[config.mk]
export PLATFORM = sky130hd
export DESIGN_NAME = morse_receiver
export DESIGN_NICKNAME = d
export VERILOG_FILES = /design/src/rtl/morse_receiver.sv
export SDC_FILE = /design/constraint.sdc
export NUM_CORES = 1
export LEC_CHECK = 0
export CORE_MARGIN = 10
export CORE_UTILIZATION = 62
export CTS_CLUSTER_DIAMETER = 60
export DETAILED_ROUTE_END_ITERATION = 6
export DONT_BUFFER_PORTS = 1
export PLACE_DENSITY = 0.78
export SLEW_MARGIN = 20
export SYNTH_ARGS = -nofsm -noshare
export SYNTH_HDL_FRONTEND = slang
export SYNTH_SLANG_ARGS = --single-unit
[constraint.sdc]
create_clock -name CLOCK_50 -period 2.4 [get_ports CLOCK_50]
set_input_delay 0.48 -clock CLOCK_50 [delete_from_list [all_inputs] [get_ports CLOCK_50]]
set_output_delay 0.48 -clock CLOCK_50 [all_outputs]
set_load 0.01 [all_outputs]
[src/rtl/morse_receiver.sv]
// Morse receiver: synchronises the light line, measures mark and space runs
// in clock cycles and decodes letters J..Q back to their 3-bit code.
//
// state | meaning
// IDLE  | no letter in progress, waiting for a mark
// MARK  | line high, counting the mark length
// SPACE | line low inside a letter, counting the gap length
// EMIT  | gap long enough, decode the pattern and strobe
module morse_receiver #(
  parameter int MIN_PULSE = 2,
  parameter int DASH_MIN  = 8,
  parameter int GAP_END   = 16,
  parameter int CNT_W     = 8
) (
  input  logic       CLOCK_50,
  input  logic       KEY,
  input  logic       morse_in,
  output logic [2:0] letter,
  output logic       letter_valid,
  output logic       letter_err,
  output logic [2:0] sym_count
);

  typedef enum logic [1:0] {IDLE, MARK, SPACE, EMIT} state_t;

  localparam logic [CNT_W-1:0] MIN_P   = CNT_W'(MIN_PULSE);
  localparam logic [CNT_W-1:0] DASH_M  = CNT_W'(DASH_MIN);
  localparam logic [CNT_W-1:0] GAP_E   = CNT_W'(GAP_END);
  localparam logic [CNT_W-1:0] ONE     = CNT_W'(1);
  localparam logic [CNT_W-1:0] CNT_MAX = {CNT_W{1'b1}};

  logic             rst;
  logic             sync1, s_in;
  state_t           state_q, state_d;
  logic [CNT_W-1:0] run_q, run_d, gap_q, gap_d;
  logic [3:0]       pat_q, pat_d;
  logic [2:0]       cnt_q, cnt_d;
  logic [2:0]       letter_d;
  logic             valid_d, err_d;
  logic [3:0]       dec;

  assign rst       = KEY;
  assign sym_count = cnt_q;

  // Returns {hit, code}; pattern bit i is symbol i (1 = dash), unused bits are 0.
  function automatic logic [3:0] decode(input logic [2:0] n, input logic [3:0] p);
    case ({n, p})
      7'b100_1110: decode = 4'b1_000;
      7'b011_0101: decode = 4'b1_001;
      7'b100_0010: decode = 4'b1_010;
      7'b010_0011: decode = 4'b1_011;
      7'b010_0001: decode = 4'b1_100;
      7'b011_0111: decode = 4'b1_101;
      7'b100_0110: decode = 4'b1_110;
      7'b100_1011: decode = 4'b1_111;
      default:     decode = 4'b0_000;
    endcase
  endfunction

  assign dec = decode(cnt_q, pat_q);

  always_ff @(posedge CLOCK_50 or posedge rst) begin
    if (rst) begin
      sync1 <= 1'b0;
      s_in  <= 1'b0;
    end else begin
      sync1 <= morse_in;
      s_in  <= sync1;
    end
  end

  always_ff @(posedge CLOCK_50 or posedge rst) begin
    if (rst) begin
      state_q      <= IDLE;
      run_q        <= '0;
      gap_q        <= '0;
      pat_q        <= '0;
      cnt_q        <= '0;
      letter       <= '0;
      letter_valid <= 1'b0;
      letter_err   <= 1'b0;
    end else begin
      state_q      <= state_d;
      run_q        <= run_d;
      gap_q        <= gap_d;
      pat_q        <= pat_d;
      cnt_q        <= cnt_d;
      letter       <= letter_d;
      letter_valid <= valid_d;
      letter_err   <= err_d;
    end
  end

  always_comb begin
    state_d  = state_q;
    run_d    = run_q;
    gap_d    = gap_q;
    pat_d    = pat_q;
    cnt_d    = cnt_q;
    letter_d = letter;
    valid_d  = 1'b0;
    err_d    = 1'b0;
    case (state_q)
      IDLE: begin
        if (s_in) begin
          state_d = MARK;
          run_d   = ONE;
        end
      end
      MARK: begin
        if (s_in) begin
          if (run_q != CNT_MAX) run_d = run_q + ONE;
        end else if (run_q < MIN_P) begin
          // Glitch: the low cycle that ends it restarts the gap count.
          state_d = (cnt_q != 3'd0) ? SPACE : IDLE;
          gap_d   = ONE;
        end else begin
          if (cnt_q < 3'd4) pat_d[cnt_q[1:0]] = (run_q >= DASH_M);
          if (cnt_q != 3'd5) cnt_d = cnt_q + 3'd1;
          state_d = SPACE;
          gap_d   = ONE;
        end
      end
      SPACE: begin
        if (s_in) begin
          state_d = MARK;
          run_d   = ONE;
        end else begin
          gap_d = gap_q + ONE;
          if (gap_d == GAP_E) state_d = EMIT;
        end
      end
      EMIT: begin
        if (cnt_q != 3'd5 && dec[3]) begin
          valid_d  = 1'b1;
          letter_d = dec[2:0];
        end else begin
          err_d = 1'b1;
        end
        pat_d   = '0;
        cnt_d   = '0;
        state_d = IDLE;
      end
      default: state_d = IDLE;
    endcase
  end

endmodule

After elaboration in Yosys (flattened, before gate mapping) --
Cells that the tools add are included.
Word-level totals: register bits 32, input port bits 3, output and inout bits 8, word-level logic and storage cells 86
Cells by class: add/subtract/negate cells 3, $lt $le $gt $ge 5, eq/ne operators 24, mux-type cells 30, reductions and logical operators 14
Operators by type and width (number):
- 2-to-1 mux 8 bit | 5
- one-hot mux 4 bit (8 select lines) | 1
- one-hot mux 8 bit (2 select lines) | 2
- equality test 7 x 6 -> 1 bit, second input constant | 4
- equality test 7 bit, second input constant | 4
- adder 8 x 1 -> 8 bit, second input constant | 2
- != test 2 bit, second input constant | 8
- 2-to-1 mux 2 bit | 6
- 2-to-1 mux 4 bit | 3
- AND reduction 4 bit | 3
- 2-to-1 mux 3 bit | 3
- equality test 8 x 5 -> 1 bit, second input constant | 1
- greater-or-equal comparator 8 x 4 -> 1 bit, second input constant | 1
- less-than comparator 8 x 2 -> 1 bit, second input constant | 1
- != test 8 bit, second input constant | 1
- one-hot mux 2 bit (4 select lines) | 1
- one-hot mux 4 bit (2 select lines) | 1
- != test 3 bit, second input constant | 2
- one-hot mux 3 bit (2 select lines) | 1
- AND reduction 3 bit | 2
- nonzero test 2 bit | 3
- 2-to-1 mux 1 bit | 5
- bitwise mux 4 bit | 1
- equality test 2 bit, second input constant | 2
- 12 further kinds | 13

Depth between registers and ports, before layout --
Gate-level depths: netlist of the first run.
depth in word-level cells 9, mapped depth 7, mapped depth without buffers 6

Worst setup path before layout of the first run --
No wires, ideal clock.
path kind reg2reg, start register cnt_q[0] (netlist: sym_count[0]), end register letter[0], library setup time 0.125 ns, arrival 1.794 ns, data required time 2.275 ns, slack 0.481 ns, stages on the path, launching flop included 7, path buffers 0, period minus slack after synthesis 1.919 ns, cells stage by stage dfrtp_1 inv_1 ha_1 nand3_1 a2111o_1 a21oi_2 mux2_2
On the way: cells in the longest elaborated chain, start to end 4, elaborated cells between the ends (all ways) 12, those cells by class 9 x eq/ne; 1 x mux; 2 x reduce/logical
RTL lines:
- start, declared | line 37 | logic [2:0] cnt_q, cnt_d;
- start signal, assigned | line 87 | cnt_q <= cnt_d;
- equality test 7 bit or equality test 7 x 6 -> 1 bit (tied branches) | line 47 | case ({n, p})
- one-hot mux 4 bit (8 select lines) | line 47
- logical AND 1 bit | line 134 | if (cnt_q != 3'd5 && dec[3]) begin
- AND reduction 2 bit (no source line)
- end signal, assigned | line 88 | letter <= letter_d;
- end, declared | line 18 | output logic [2:0] letter,
Parallel ways exist; a longest one is shown, timed or not. A chain may end at the register's enable or synchronous reset.

Final worst setup path of the first run --
start register cnt_q[1] (netlist: sym_count[1]), end register letter[0]
The elaborated chain is that of the path after synthesis.

==> results of run 1 <==
[registers in the layout (all words and copies together) (netlist names)]
name and cells:
gap_q 8, letter 3, letter_err 1, letter_valid 1, pat_q 4, run_q 8
s_in 1, state_q 2, sym_count 3, sync1 1
[cell families after synthesis]
group	Yosys count
flip-flops	32
AO/OA/AOI/OAI	59
buffers and inverters	20
multiplexers	3
XOR/XNOR	7
AND/OR/NAND/NOR	80
adder cells (fa/ha/maj)	7
[metal layers]
layer / part of all wire [%] / global-route usage (%)
met2: 48 / 24.3
met5: 0 / 0
met3: 4.1 / 4.30
met1: 44 / 18.2
met4: 3.8 / 9.90
[layout make-up]
| type | count | area (µm²) | share of cell area (%) |
|---|---|---|---|
| Inverter | 9 | 33.8 | 1.68 |
| Clock inverter | 3 | 42.5 | 2.12 |
| Tap cell | 33 | 41.3 | 2.06 |
| Multi-Input combinational cell | 156 | 1020 | 50.9 |
| Sequential cell | 32 | 801 | 39.9 |
| Timing Repair Buffer | 4 | 30.0 | 1.50 |
| Clock buffer | 5 | 37.5 | 1.87 |
[synth_stat cells, types with 3 or more instances]
master     number
dfrtp_1        32
nand2_1        18
nor2_1         18
o21ai_0        16
a21oi_1         9
clkbuf_1        9
inv_1           9
ha_1            7
nand3_1         7
xor2_1          6
a31oi_1         5
and2_1          5
and4_1          5
nor3_1          5
nand4_1         4
and3_1          3
mux2_2          3
nand3b_1        3
nor3b_1         3
o2111ai_1       3
[per-stage QoR]
stage               instances  area (µm²)  hold WS [ns]
floorplan                 208        1910         0.331
global placement          234        1930         0.343
detailed placement        234        1930         0.338
CTS                       242        2010         0.103
global route              242        2010         0.121
finish                    242        2010        0.0953
[final timing paths]
path	slack [ns]	depth (start not counted)	from	to
setup / recovery	0.20	6	sym_count[1]	letter[0]
hold / removal	0.1	2	KEY	run_q[2]
setup reg to reg	0.20	6	sym_count[1]	letter[0]
hold reg to reg	0.36	0	sync1	s_in
max in group asynchronous	2.01	2	KEY	run_q[0]
min in group CLOCK_50	0.15	0	morse_in	sync1
[power breakdown]
group	switching [µW]	internal, µW
Combinational	307	253
Clock	189	217
Sequential	203	646
[critical path, cell delays in order (launching register included)]
cell	delay [ns]
dfrtp_1	0.47
inv_1	0.14
ha_1	0.25
nand3_1	0.18
a2111o_1	0.44
a21oi_2	0.24
mux2_2	0.38
==> metrics.cfg, run 1 <==
[status]
status = complete, no violations

[timing]
hold_viol = 0
rsz0062_at_grt = false
fin_crit_sh_pct = 91.8
fin_worst_skew_ns = 0.00505
period_needed_ns = 2.20
setup_tns_ns = 0
drv_slew = 0
relSlewSlack_pct = 66.4
finalSetupViolCount = 0
worst_slew_pin_slew_ns = 0.503
clock.fmax_mhz = 454
fin_ws_ns = 0.196

[logic_synthesis]
muxShareOfSynthArea_pct = 1.77
synth-xor-area-share_pct = 3.22
synth_cell_types = 51
synth_edf_count = 0
synthAdderAreaFrac_pct = 4.60
ys.warnings.count = 0
ys_seq_area_share_pct = 42.0
synth_area_leader_cell = dfrtp_1
synth_ff_type = dfrtp_1
synthCells = 208
avgSynthCellArea_um2 = 9.16
synth_seq_cells = 32
synth_compound_area_share_pct = 21.5
synthArstFlopShare_pct = 100
syn_area_um2 = 1910
synth_top_area_share_pct = 42.0
synthSimpleGateAreaFrac_pct = 22.5
synth_area_leaders = dfrtp_1 42%, ha_1 4.6%, o21ai_0 4.2%
synth_top_family_by_area = simple AND/OR/NAND/NOR gates
synth_nets = 218

[cts]
clkLatencyLatePin_ns = 0.34
postCtsSetupRepairBufs = 0
clkTransAtPathRegs_ns = 0.10
htreeDepth = 2
cts_root_buf = clkbuf_4
numClockSinks = 32
cts_resized = 0
cts_buffer_depth = 2
ctsHoldBuffers = 0
numCtsBuffers = 5
cts_tree = yes

[final_layout]
fillCellCount = 255
num_antenna_cells = 0
final_util_pct = 66.9
final_common_cell = dfrtp_1
layout_common_cells = 32 x dfrtp_1, 18 x nand2_1, 18 x nor2_1
area_delta_synth_final_pct = 5.38
final_layout_size_suffix_gt1_share_pct = 10.5
final_nets = 218

[drt]
drc_errors = 0
first_pass_iters = 5
drt_iter0_drc = 101
via_per_inst = 6.47
avgRoutedWirePerCell_um = 16.1
wirelength_mm = 3.89
ant_nets = 0
via_count = 1566

[power]
total_power_uw = 1820
leakagePower_uw = 0.000877
ir_worst_vdd_v = 0.000628
p_per_area_nw_per_um2 = 904

[floorplan]
start_util_pct = 63.5
pin_count = 11
die_h_um = 75.4
rows = 20
dieArea_um2 = 5690
die_w_um = 75.4
fp.coreArea_um2 = 3000

[grt]
antenna_found_initial = 0
grt_usage_pct = 15.5
grt_pass1_vias = 1504
grt_max_degree = 33
grt_pass1_wl_mm = 6.77
grt-ovfl-total = 0

[place]
dp_slack_ns = 0.233
gp_congestion = 0.921
io_buffers = 0
hpwl_mm = 2.85

[setup_path]
cp.required_ns = 2.63
critical_path_class = reg -> reg
cp.arrival_ns = 2.43
crit_fanout = 5
cp-end-kind = flop
start_kind = flop

[min_path]
hold_class = in -> async

[flow_run]
drv_cap = 0

No activity file was read; power rests on OpenSTA's default activity.
==> run 2: changes to the inputs <==
--- a/config.mk
+++ b/config.mk
@@ -7,7 +7,7 @@
 export LEC_CHECK = 0
 export CORE_MARGIN = 10
 export CORE_UTILIZATION = 62
-export CTS_CLUSTER_DIAMETER = 60
+export CTS_CLUSTER_DIAMETER = 80
 export DETAILED_ROUTE_END_ITERATION = 6
 export DONT_BUFFER_PORTS = 1
 export PLACE_DENSITY = 0.78
==> results of run 2 <==
No change in the layout: final DEF, timing and power equal those of run 1.
==> run 3: changes to the inputs <==
--- a/config.mk
+++ b/config.mk
@@ -10,6 +10,7 @@
 export CTS_CLUSTER_DIAMETER = 80
 export DETAILED_ROUTE_END_ITERATION = 6
 export DONT_BUFFER_PORTS = 1
+export HOLD_SLACK_MARGIN = 0.06
 export PLACE_DENSITY = 0.78
 export SLEW_MARGIN = 20
 export SYNTH_ARGS = -nofsm -noshare
==> results of run 3 <==
No change in the layout: final DEF, timing and power equal those of run 1.
